<file path="src/rtl/mips_ctrl_pkg.sv">
// mips_ctrl_pkg: shared encodings for the multi-cycle control unit.
//   state_t       - FSM state encoding (also exported on the State debug port)
//   instr_class_t - instruction class produced by ctrl_opdecode
//   OP_*          - 6-bit primary opcodes (Instr[INSTR_W-1 -: 6])
//   ALU_*         - ALU function codes
package mips_ctrl_pkg;

  typedef enum logic [2:0] {
    S_FETCH  = 3'd0,
    S_DECODE = 3'd1,
    S_EXEC   = 3'd2,
    S_MEM    = 3'd3,
    S_WB     = 3'd4,
    S_ERROR  = 3'd7
  } state_t;

  typedef enum logic [2:0] {
    CLS_ALU,
    CLS_B,
    CLS_BEQ,
    CLS_BNE,
    CLS_LOAD,
    CLS_STORE,
    CLS_ILLEGAL
  } instr_class_t;

  localparam logic [5:0] OP_RTYPE = 6'b100000;
  localparam logic [5:0] OP_LI    = 6'b111000;
  localparam logic [5:0] OP_LUI   = 6'b111001;
  localparam logic [5:0] OP_ADDI  = 6'b110000;
  localparam logic [5:0] OP_ANDI  = 6'b110010;
  localparam logic [5:0] OP_ORI   = 6'b110011;
  localparam logic [5:0] OP_B     = 6'b111111;
  localparam logic [5:0] OP_BEQ   = 6'b000000;
  localparam logic [5:0] OP_BNE   = 6'b000001;
  localparam logic [5:0] OP_LB    = 6'b000011;
  localparam logic [5:0] OP_SB    = 6'b000111;
  localparam logic [5:0] OP_LW    = 6'b001111;
  localparam logic [5:0] OP_SW    = 6'b011111;

  localparam logic [3:0] ALU_ADD = 4'd0;
  localparam logic [3:0] ALU_SUB = 4'd1;
  localparam logic [3:0] ALU_AND = 4'd2;
  localparam logic [3:0] ALU_OR  = 4'd3;

endpackage

</file>
<file path="src/rtl/multicycle_control_if.sv">
// multicycle_control_if: shared instruction/data memory port.
//   Instr    - memory read data (instruction or load data)
//   Mem_rdy  - access completes this cycle
//   Mem_req  - access request, held until Mem_rdy
//   Mem_WrEn - write qualifier for the current request
// master = control unit side, slave = memory side.
interface multicycle_control_if #(
  parameter int unsigned INSTR_W = 32
);
  logic [INSTR_W-1:0] Instr;
  logic               Mem_rdy;
  logic               Mem_req;
  logic               Mem_WrEn;

  modport master (input Instr, input Mem_rdy, output Mem_req, output Mem_WrEn);
  modport slave  (output Instr, output Mem_rdy, input Mem_req, input Mem_WrEn);
endinterface

</file>
<file path="src/rtl/ctrl_opdecode.sv">
// ctrl_opdecode: combinational opcode decode for the multi-cycle controller.
//   opcode/func  - IR opcode field and R-type function field
//   iclass/legal - instruction class and legal-opcode flag
//   alu_func, alu_bin_sel, rf_b_sel, lui, lb, sb - datapath fields
// alu_bin_sel: 0 = register B, 1 = immediate. rf_b_sel: 0 = rt, 1 = rd
// (branches and stores read rd as the second source).
module ctrl_opdecode
  import mips_ctrl_pkg::*;
#(
  parameter int unsigned ALU_FUNC_W = 4
) (
  input  logic [5:0]            opcode,
  input  logic [ALU_FUNC_W-1:0] func,
  output instr_class_t          iclass,
  output logic                  legal,
  output logic [ALU_FUNC_W-1:0] alu_func,
  output logic                  alu_bin_sel,
  output logic                  rf_b_sel,
  output logic                  lui,
  output logic                  lb,
  output logic                  sb
);

  always_comb begin
    iclass      = CLS_ILLEGAL;
    legal       = 1'b1;
    alu_func    = ALU_FUNC_W'(ALU_ADD);
    alu_bin_sel = 1'b1;
    rf_b_sel    = 1'b1;
    lui         = 1'b0;
    lb          = 1'b0;
    sb          = 1'b0;
    case (opcode)
      OP_RTYPE: begin
        iclass      = CLS_ALU;
        alu_func    = func;
        alu_bin_sel = 1'b0;
        rf_b_sel    = 1'b0;
      end
      OP_LI, OP_ADDI: iclass = CLS_ALU;
      OP_LUI: begin
        iclass = CLS_ALU;
        lui    = 1'b1;
      end
      OP_ANDI: begin
        iclass   = CLS_ALU;
        alu_func = ALU_FUNC_W'(ALU_AND);
      end
      OP_ORI: begin
        iclass   = CLS_ALU;
        alu_func = ALU_FUNC_W'(ALU_OR);
      end
      OP_B: iclass = CLS_B;
      OP_BEQ, OP_BNE: begin
        iclass      = (opcode == OP_BEQ) ? CLS_BEQ : CLS_BNE;
        alu_func    = ALU_FUNC_W'(ALU_SUB);
        alu_bin_sel = 1'b0;
      end
      OP_LB, OP_LW: begin
        iclass = CLS_LOAD;
        lb     = (opcode == OP_LB);
      end
      OP_SB, OP_SW: begin
        iclass = CLS_STORE;
        sb     = (opcode == OP_SB);
      end
      default: legal = 1'b0;
    endcase
  end

endmodule

</file>
<file path="src/rtl/multicycle_control.sv">
// multicycle_control: FSM control unit for a multi-cycle datapath with one
// shared instruction/data memory port.
//   clk, Reset_n  - clock, asynchronous active-low reset
//   mem           - memory port (Instr, Mem_rdy in; Mem_req, Mem_WrEn out)
//   Zero          - ALU zero flag, sampled in EXEC only
//   IR_LdEn, PC_sel, PC_LdEn, RF_WrEn, RF_WrData_sel, RF_B_sel, ALU_Bin_sel,
//   ALU_func, lui, lb, sb - datapath controls
//   Trap, State   - sticky error flag, current state (debug)
// Optional: MULTICYCLE_CTRL_PERF_EN adds Cycle_cnt and Retired_cnt.
module multicycle_control
  import mips_ctrl_pkg::*;
#(
  parameter int unsigned INSTR_W     = 32,
  parameter int unsigned ALU_FUNC_W  = 4,
  parameter int unsigned MEM_TIMEOUT = 16
) (
  input  logic                  clk,
  input  logic                  Reset_n,
  multicycle_control_if.master  mem,
  input  logic                  Zero,
  output logic                  IR_LdEn,
  output logic                  PC_sel,
  output logic                  PC_LdEn,
  output logic                  RF_WrEn,
  output logic                  RF_WrData_sel,
  output logic                  RF_B_sel,
  output logic                  ALU_Bin_sel,
  output logic [ALU_FUNC_W-1:0] ALU_func,
  output logic                  lui,
  output logic                  lb,
  output logic                  sb,
  output logic                  Trap,
  output logic [2:0]            State
`ifdef MULTICYCLE_CTRL_PERF_EN
  ,
  output logic [31:0]           Cycle_cnt,
  output logic [31:0]           Retired_cnt
`endif
);

  localparam int unsigned CNT_W = (MEM_TIMEOUT < 2) ? 1 : $clog2(MEM_TIMEOUT + 1);
  localparam logic [CNT_W-1:0] WAIT_LIMIT =
    CNT_W'((MEM_TIMEOUT == 0) ? 0 : MEM_TIMEOUT - 1);

  state_t             state, state_next;
  logic [INSTR_W-1:0] ir;
  logic [CNT_W-1:0]   wait_cnt;

  instr_class_t          dec_class;
  logic                  dec_legal;
  logic [ALU_FUNC_W-1:0] dec_func;
  logic                  dec_bin, dec_rfb, dec_lui, dec_lb, dec_sb;

  logic                  req_c, wr_c, ir_ld_c, pc_sel_c, pc_ld_c, rf_wr_c, wd_sel_c;
  logic                  bin_c, rfb_c, lui_c, lb_c, sb_c, timeout_hit;
  logic [ALU_FUNC_W-1:0] func_c;

  ctrl_opdecode #(
    .ALU_FUNC_W (ALU_FUNC_W)
  ) u_opdecode (
    .opcode      (ir[INSTR_W-1 -: 6]),
    .func        (ir[ALU_FUNC_W-1:0]),
    .iclass      (dec_class),
    .legal       (dec_legal),
    .alu_func    (dec_func),
    .alu_bin_sel (dec_bin),
    .rf_b_sel    (dec_rfb),
    .lui         (dec_lui),
    .lb          (dec_lb),
    .sb          (dec_sb)
  );

  always_ff @(posedge clk or negedge Reset_n) begin
    if (!Reset_n) begin
      state <= S_FETCH;
      ir    <= '0;
    end else begin
      state <= state_next;
      if (ir_ld_c) ir <= mem.Instr;
    end
  end

  // Counts stalled request cycles; any completed access clears it.
  always_ff @(posedge clk or negedge Reset_n) begin
    if (!Reset_n) begin
      wait_cnt <= '0;
    end else if (MEM_TIMEOUT != 0 && req_c && !mem.Mem_rdy) begin
      wait_cnt <= wait_cnt + CNT_W'(1);
    end else begin
      wait_cnt <= '0;
    end
  end

  always_comb begin
    state_next = state;
    req_c      = 1'b0;
    wr_c       = 1'b0;
    ir_ld_c    = 1'b0;
    pc_sel_c   = 1'b0;
    pc_ld_c    = 1'b0;
    rf_wr_c    = 1'b0;
    wd_sel_c   = 1'b0;
    bin_c      = 1'b0;
    rfb_c      = 1'b0;
    func_c     = '0;
    lui_c      = 1'b0;
    lb_c       = 1'b0;
    sb_c       = 1'b0;
    // Mem_rdy in the limit cycle completes the access instead of trapping.
    timeout_hit = (MEM_TIMEOUT != 0) && !mem.Mem_rdy && (wait_cnt == WAIT_LIMIT);

    // ALU controls stay stable from EXEC through MEM and WB.
    if (state inside {S_EXEC, S_MEM, S_WB}) begin
      func_c = dec_func;
      bin_c  = dec_bin;
      rfb_c  = dec_rfb;
      lui_c  = dec_lui;
    end

    case (state)
      S_FETCH: begin
        req_c = 1'b1;
        if (mem.Mem_rdy) begin
          ir_ld_c    = 1'b1;
          state_next = S_DECODE;
        end else if (timeout_hit) begin
          state_next = S_ERROR;
        end
      end
      S_DECODE: begin
        if (ir == '0) begin
          pc_ld_c    = 1'b1;
          state_next = S_FETCH;
        end else if (!dec_legal) begin
          state_next = S_ERROR;
        end else begin
          state_next = S_EXEC;
        end
      end
      S_EXEC: begin
        case (dec_class)
          CLS_B: begin
            pc_sel_c   = 1'b1;
            pc_ld_c    = 1'b1;
            state_next = S_FETCH;
          end
          CLS_BEQ, CLS_BNE: begin
            pc_sel_c   = (dec_class == CLS_BEQ) ? Zero : !Zero;
            pc_ld_c    = 1'b1;
            state_next = S_FETCH;
          end
          CLS_LOAD, CLS_STORE: state_next = S_MEM;
          CLS_ALU:             state_next = S_WB;
          default:             state_next = S_ERROR;
        endcase
      end
      S_MEM: begin
        req_c = 1'b1;
        if (dec_class == CLS_STORE) begin
          wr_c = 1'b1;
          sb_c = dec_sb;
        end else begin
          lb_c = dec_lb;
        end
        if (mem.Mem_rdy) begin
          if (dec_class == CLS_STORE) begin
            pc_ld_c    = 1'b1;
            state_next = S_FETCH;
          end else begin
            state_next = S_WB;
          end
        end else if (timeout_hit) begin
          state_next = S_ERROR;
        end
      end
      S_WB: begin
        rf_wr_c    = 1'b1;
        wd_sel_c   = (dec_class == CLS_LOAD);
        pc_ld_c    = 1'b1;
        state_next = S_FETCH;
      end
      S_ERROR: state_next = S_ERROR;
      default: state_next = S_ERROR;
    endcase
  end

  // Outputs are forced low combinationally while Reset_n is low so an
  // in-flight access is dropped at once, not at the next edge.
  always_comb begin
    mem.Mem_req   = 1'b0;
    mem.Mem_WrEn  = 1'b0;
    IR_LdEn       = 1'b0;
    PC_sel        = 1'b0;
    PC_LdEn       = 1'b0;
    RF_WrEn       = 1'b0;
    RF_WrData_sel = 1'b0;
    RF_B_sel      = 1'b0;
    ALU_Bin_sel   = 1'b0;
    ALU_func      = '0;
    lui           = 1'b0;
    lb            = 1'b0;
    sb            = 1'b0;
    Trap          = 1'b0;
    State         = 3'd0;
    if (Reset_n) begin
      mem.Mem_req   = req_c;
      mem.Mem_WrEn  = wr_c;
      IR_LdEn       = ir_ld_c;
      PC_sel        = pc_sel_c;
      PC_LdEn       = pc_ld_c;
      RF_WrEn       = rf_wr_c;
      RF_WrData_sel = wd_sel_c;
      RF_B_sel      = rfb_c;
      ALU_Bin_sel   = bin_c;
      ALU_func      = func_c;
      lui           = lui_c;
      lb            = lb_c;
      sb            = sb_c;
      Trap          = (state == S_ERROR);
      State         = state;
    end
  end

`ifdef MULTICYCLE_CTRL_PERF_EN
  always_ff @(posedge clk or negedge Reset_n) begin
    if (!Reset_n) begin
      Cycle_cnt   <= '0;
      Retired_cnt <= '0;
    end else begin
      if (state != S_ERROR) Cycle_cnt <= Cycle_cnt + 32'd1;
      if (pc_ld_c) Retired_cnt <= Retired_cnt + 32'd1;
    end
  end
`endif

endmodule

</file>
<file path="src/flat_wrapper.sv">
// flat-port wrapper written by rule: the top's interface ports become plain ports
module multicycle_control_flat import mips_ctrl_pkg::*;
#(
  parameter int unsigned INSTR_W     = 32,
  parameter int unsigned ALU_FUNC_W  = 4,
  parameter int unsigned MEM_TIMEOUT = 16
)
  (clk, Reset_n, Zero, IR_LdEn, PC_sel, PC_LdEn, RF_WrEn, RF_WrData_sel, RF_B_sel, ALU_Bin_sel, ALU_func, lui, lb, sb, Trap, State, mem_Instr, mem_Mem_rdy, mem_Mem_req, mem_Mem_WrEn);
  multicycle_control_if #(.INSTR_W(INSTR_W)) mem_i ();
  input  logic clk;
  input  logic Reset_n;
  input  logic Zero;
  output logic IR_LdEn;
  output logic PC_sel;
  output logic PC_LdEn;
  output logic RF_WrEn;
  output logic RF_WrData_sel;
  output logic RF_B_sel;
  output logic ALU_Bin_sel;
  output logic [ALU_FUNC_W-1:0] ALU_func;
  output logic lui;
  output logic lb;
  output logic sb;
  output logic Trap;
  output logic [2:0] State;
  input wire logic [$bits(mem_i.Instr)-1:0] mem_Instr;
  input wire logic [$bits(mem_i.Mem_rdy)-1:0] mem_Mem_rdy;
  output wire logic [$bits(mem_i.Mem_req)-1:0] mem_Mem_req;
  output wire logic [$bits(mem_i.Mem_WrEn)-1:0] mem_Mem_WrEn;
  assign mem_i.Instr = mem_Instr;
  assign mem_i.Mem_rdy = mem_Mem_rdy;
  assign mem_Mem_req = mem_i.Mem_req;
  assign mem_Mem_WrEn = mem_i.Mem_WrEn;
  multicycle_control #(.INSTR_W(INSTR_W), .ALU_FUNC_W(ALU_FUNC_W), .MEM_TIMEOUT(MEM_TIMEOUT)) u_core (.clk(clk), .Reset_n(Reset_n), .mem(mem_i), .Zero(Zero), .IR_LdEn(IR_LdEn), .PC_sel(PC_sel), .PC_LdEn(PC_LdEn), .RF_WrEn(RF_WrEn), .RF_WrData_sel(RF_WrData_sel), .RF_B_sel(RF_B_sel), .ALU_Bin_sel(ALU_Bin_sel), .ALU_func(ALU_func), .lui(lui), .lb(lb), .sb(sb), .Trap(Trap), .State(State));
endmodule
</file>
<file path="config.mk">
export PLATFORM = sky130hd
export DESIGN_NAME = multicycle_control_flat
export DESIGN_NICKNAME = d
export VERILOG_FILES = /design/src/rtl/mips_ctrl_pkg.sv /design/src/rtl/multicycle_control_if.sv /design/src/rtl/ctrl_opdecode.sv /design/src/rtl/multicycle_control.sv /design/src/flat_wrapper.sv
export SDC_FILE = /design/constraint.sdc
export NUM_CORES = 1
export LEC_CHECK = 0
export BUFFER_PORTS_ARGS = -buffer_cell sky130_fd_sc_hd__buf_2
export CORE_UTILIZATION = 40
export DETAILED_ROUTE_END_ITERATION = 10
export GPL_TIMING_DRIVEN = 0
export PLACE_DENSITY = 0.62
export SETUP_SLACK_MARGIN = 0.2
export SYNTH_ARGS = -nofsm -noshare
export SYNTH_HDL_FRONTEND = slang
export SYNTH_SLANG_ARGS = --single-unit
</file>
<file path="constraint.sdc">
create_clock -name clk -period 3 [get_ports clk]
set_input_delay 0.15 -clock clk [delete_from_list [all_inputs] [get_ports clk]]
set_output_delay 0.15 -clock clk [all_outputs]
set_load 0.01 [all_outputs]
</file>
# Word-level counts from Yosys, hierarchy flattened
# Index checks and enable logic that the tools add are counted.
# totals
elab_cells	101
in_bits	36
output_inout_bits	20
mem_bits_ro	0
n_memories	0
latch_bits	0
ff_bits	40
ram_bits	0
# op_classes
n_lt_le_gt_ge	0
muxes	55
addsub	1
div	0
n_reduce_logical	19
multipliers	0
shift	0
eq_ne	23
bitwise_logic	0
# op_table
cell	n
$eq 6x6->1 const B	7
$mux 1	39
$logic_not 32->1	1
$pmux 3 s5	2
$mux 3	7
$pmux 4 s4	1
$reduce_or 13->1	1
$eq 3x2->1 const B	4
$eq 3x3->1 const B	4
$reduce_or 2->1	6
$pmux 3 s3	1
$mux 4	2
$eq 3x1->1 const B	2
$eq 6x1->1 const B	1
$eq 6x2->1 const B	1
$eq 6x3->1 const B	1
$eq 6x4->1 const B	1
$eq 6x5->1 const B	1
$logic_not 3->1	2
$logic_not 6->1	1
$reduce_or 3->1	2
$reduce_or 6->1	1
$add 5x1->5 const B	1
$eq 5x4->1 const B	1
6 further kinds	8

# Depth between registers and ports, before layout
# logic_depth
word_depth	8
ltp_mapped	8
depth_no_buf	8

# By module
# A second synthesis with hierarchy kept.
# hier_totals
hier_cells	222
area_unflattened_um2	2401.1
# modules_own_cells
module	seq_area_each_um2	area_per_inst_um2	cells_per_inst	instances
multicycle_control	1001.0	2063.2	166	1
ctrl_opdecode	0.0	337.8	56	1

# Worst setup path before layout
# No wires, ideal clock.
# synth_path
path_kind	register -> output
startpoint	reg u_core.ir[27]
endpoint	out PC_LdEn
stages_incl_launch_ff	8
required_time_ps	2850
path_buffers	1
setup_slack_ps	1219
arrival_time_ps	1631
cell_sequence	dfrtp_1 > buf_6 > nor4_2 > nor2_1 > a211o_1 > nor3b_2 > o311ai_1 > a21oi_1
# synth_via
elab_chain_len	8
word_cells_on_any_way	31
classes_between	eq/ne: 16; mux: 8; reduce/logical: 7
# synth_lines
item	line_no	text
start, declared	multicycle_control.sv:46	logic [INSTR_W-1:0] ir;
start signal, assigned	multicycle_control.sv:79	if (ir_ld_c) ir <= mem.Instr;
$eq 6x6->1, or another cell as far along	ctrl_opdecode.sv:33	case (opcode)
$reduce_or 6->1 (no source line), or another cell as far along	n/a	
$pmux 3 s5	ctrl_opdecode.sv:33	
$eq 3x1->1, or another cell as far along	multicycle_control.sv:141	case (dec_class)
$reduce_or 3->1 (no source line) / $mux 1 (equally long branches)	n/a	
$mux 1, on equally long branches	multicycle_control.sv:141, multicycle_control.sv:165	
$pmux 1 s4 (*)	multicycle_control.sv:120	case (state)
$mux 1 (*)	multicycle_control.sv:205	if (Reset_n) begin
end, declared	flat_wrapper.sv:15	output logic PC_LdEn;
# Every way passes the cells marked *; elsewhere a longest branch is shown, timed or not.

# Worst setup path after layout
# layout_path
startpoint	reg u_core.ir[6]
endpoint	out PC_LdEn
# layout_via
elab_chain_len	4
# layout_lines
item	line_no	text
$logic_not 32->1	multicycle_control.sv:131	if (ir == '0) begin
$mux 1	multicycle_control.sv:131	
$pmux 1 s4	multicycle_control.sv:120	
$mux 1	multicycle_control.sv:205	
# Every way passes these cells.

==> results.cfg <==
[timing]
setup_viol = 0
fmax_mhz = 393
drv_slew = 0
tightest_slew_ns = 0.991
finalCriticalPeriod_ns = 2.54
final-hold-violation-count = 0
grt_setup_unrepaired = false
fin_ws_ns = 0.456
hold_slack_ns = 0.0167
fin_skew_ns = 0.00811
relSlewSlack = 0.339
tns_ns = 0
fin_crit_sh = 0.848

[setup_path]
worstSetupPathType = flop to primary output
worstPathArrival_ns = 2.39
critPathRequiredTime_ns = 2.85
start_kind = flop
max_stage_delay_ns = 0.52
worstPathCellList = or4_1 > nor4_1 > nand4_1 > nor3_1 > a211oi_1 > a21oi_1 > buf_2
path_max_fanout = 2
endpoint_kind = primary output
r2r_setup_slack_ns = 1.02
r2r_cells = 6
crit_path_top_delay_cell = or4_1

[synth]
synth_edf_count = 0
ys_ff_latch = 40
synth_fp_nets = 263
syn_area_per_cell_sq_um = 10.0
syn_inst = 225
ys_seq_area_frac = 0.445
synth-warning-count = 0
synth.distinct_cells = 43
syn_area_sq_mm = 0.00225
ys_dominant_reg_cell = dfrtp_1
async_flop_share = 1.00

[clock_tree]
postCtsHoldBufs = 0
cts.path.max_buffers = 2
h-tree-depth = 2
insertion_delay_ns = 0.30
clkSinkCount = 40
cts_tree = done
cts-buffers-inserted = 5
clk_pin_slew_ns = 0.08
cts_resized = 0
postCtsSetupRepairBufs = 0
clock-root-buffer = clkbuf_8

[floorplan]
std_cell_rows = 26
die_h_um = 77.0
core-area_sq_mm = 0.00527
dieArea_sq_mm = 0.00593
start_util = 0.427
num_io_pins = 56
die_w_um = 77.0

[route]
ant_nets = 0
wl_um = 5210
routed-via-count = 1876
firstDrtPassIters = 4
routedWlPerCell_um = 14.5
drt_iter0_markers = 122
viasPerCell = 5.24
drc = 0

[placed_design]
globalplace.congestion = 0.876
dp_hpwl_um = 3890
pre_cts_slack_ns = 0.844
io_buffers = 55

[grt]
grt_pass1_wl_um = 8850
antenna_found_initial = 0
grt_max_degree = 50
grt_pass1_vias = 1855
grt.overflow.total = 0
grt_usage = 0.193

[finish]
final_common_cell = buf_2
areaGrowthSynthToFinish_pct = 21.1
drive_gt1_frac = 0.399
final_cell_mix = buf_2 (62), dfrtp_1 (40), mux2_2 (30)
num_antenna_cells = 0
finalNetCount = 325

[pwr]
fin_total_pwr_mw = 1.14
irDropWorstVdd_v = 0.000265
power.leakage_nw = 1.29
power_density_mw_per_mm2 = 420

[min_path]
hold_path.class = primary input to asynchronous set/reset pin

[flow_run]
maxCapViolCount = 0

[outcome]
status = complete, no violations
[cells by family (layout without fill, tap and decap cells)]
logic type	count (synthesis)	count (layout)	share of synthesized area
xor gates and xnor gates	5	5	0.0195
adders and majority gates	2	2	0.0111
DFF	40	40	0.445
muxes	30	30	0.150
and+or+nand+nor	91	91	0.224
AOI/OAI and AO/OA	36	36	0.100
buffers and inverters	21	84	0.0506
[layer usage]
metal / track usage / wire length [um] / vias to the layer above
met4: 0.0755 / 97 / 0
met1: 0.253 / 2320 / 889
met5: 0 / 0 / -
met3: 0.0357 / 277 / 9
li1: - / - / 922
met2: 0.313 / 2510 / 56
[sequential cells by signal, summed over array words and instances (netlist names)]
| register | flops |
|---|---|
| u_core.ir | 32 |
| u_core.wait_cnt | 5 |
| u_core.state | 3 |
[metrics by stage]
stage,utilization,instance area (sq um),cells
2_1_floorplan,-,2250,225
3_3_place_gp,0.496,2610,350
3_5_place_dp,0.496,2610,350
4_1_cts,0.517,2730,358
5_1_grt,0.517,2730,358
6_report,0.517,2730,358
[power breakdown]
part,switching (mW),internal (mW),total [mW]
combinational,0.0623,0.0574,0.120
clock,0.200,0.246,0.447
sequential,0.0162,0.561,0.577
total,0.279,0.865,1.14
[cells in the mapped netlist, drive strengths merged (2+ instances only)]
master | count | area [sq um]
nor4 | 10 | 68.8
xor2 | 4 | 35.0
o31ai | 2 | 15.0
and2 | 4 | 25.0
nor2 | 21 | 86.3
or2 | 4 | 25.0
nand2b | 3 | 18.8
o21ai | 14 | 70.1
a2111oi | 2 | 17.5
nor3b | 2 | 20.0
ha | 2 | 25.0
a211o | 2 | 17.5
clkbuf | 2 | 7.51
nand4 | 2 | 12.5
nand2 | 17 | 63.8
a21oi | 10 | 50.1
mux2 | 30 | 338
nor3 | 6 | 35.0
buf | 12 | 80.1
inv | 7 | 26.3
a211oi | 2 | 15.0
nor2b | 6 | 37.5
nand3 | 3 | 15.0
dfrtp | 40 | 1000
and3 | 7 | 43.8
[critical path: cells and delay by family (launching register included)]
family	cells	cell delay, ns
buffers and inverters	1	0.14
and+or+nand+nor	4	1.33
AOI/OAI and AO/OA	2	0.24
DFF	1	0.38
[final timing paths]
kind / from / end
min: Reset_n / u_core.ir[30]$_DFFE_PN0P_
max in group asynchronous: Reset_n / u_core.ir[10]$_DFFE_PN0P_
max: u_core.ir[6]$_DFFE_PN0P_ / PC_LdEn
min reg2reg: u_core.wait_cnt[0]$_DFF_PN0_ / u_core.wait_cnt[0]$_DFF_PN0_
min in group clk: mem_Instr[0] / u_core.ir[0]$_DFFE_PN0P_
max reg2reg: u_core.state[1]$_DFF_PN0_ / u_core.ir[8]$_DFFE_PN0P_
[area by class of cell]
type | instances | area, sq um
Buffer | 14 | 87.6
Clock inverter | 3 | 42.5
Tap cell | 70 | 87.6
Fill cell | 533 | 2540
Timing Repair Buffer | 55 | 275
Sequential cell | 40 | 1000
Inverter | 7 | 26.3
Multi-Input combinational cell | 164 | 1140
Clock buffer | 5 | 68.8
(Power assumes the default switching activity.)
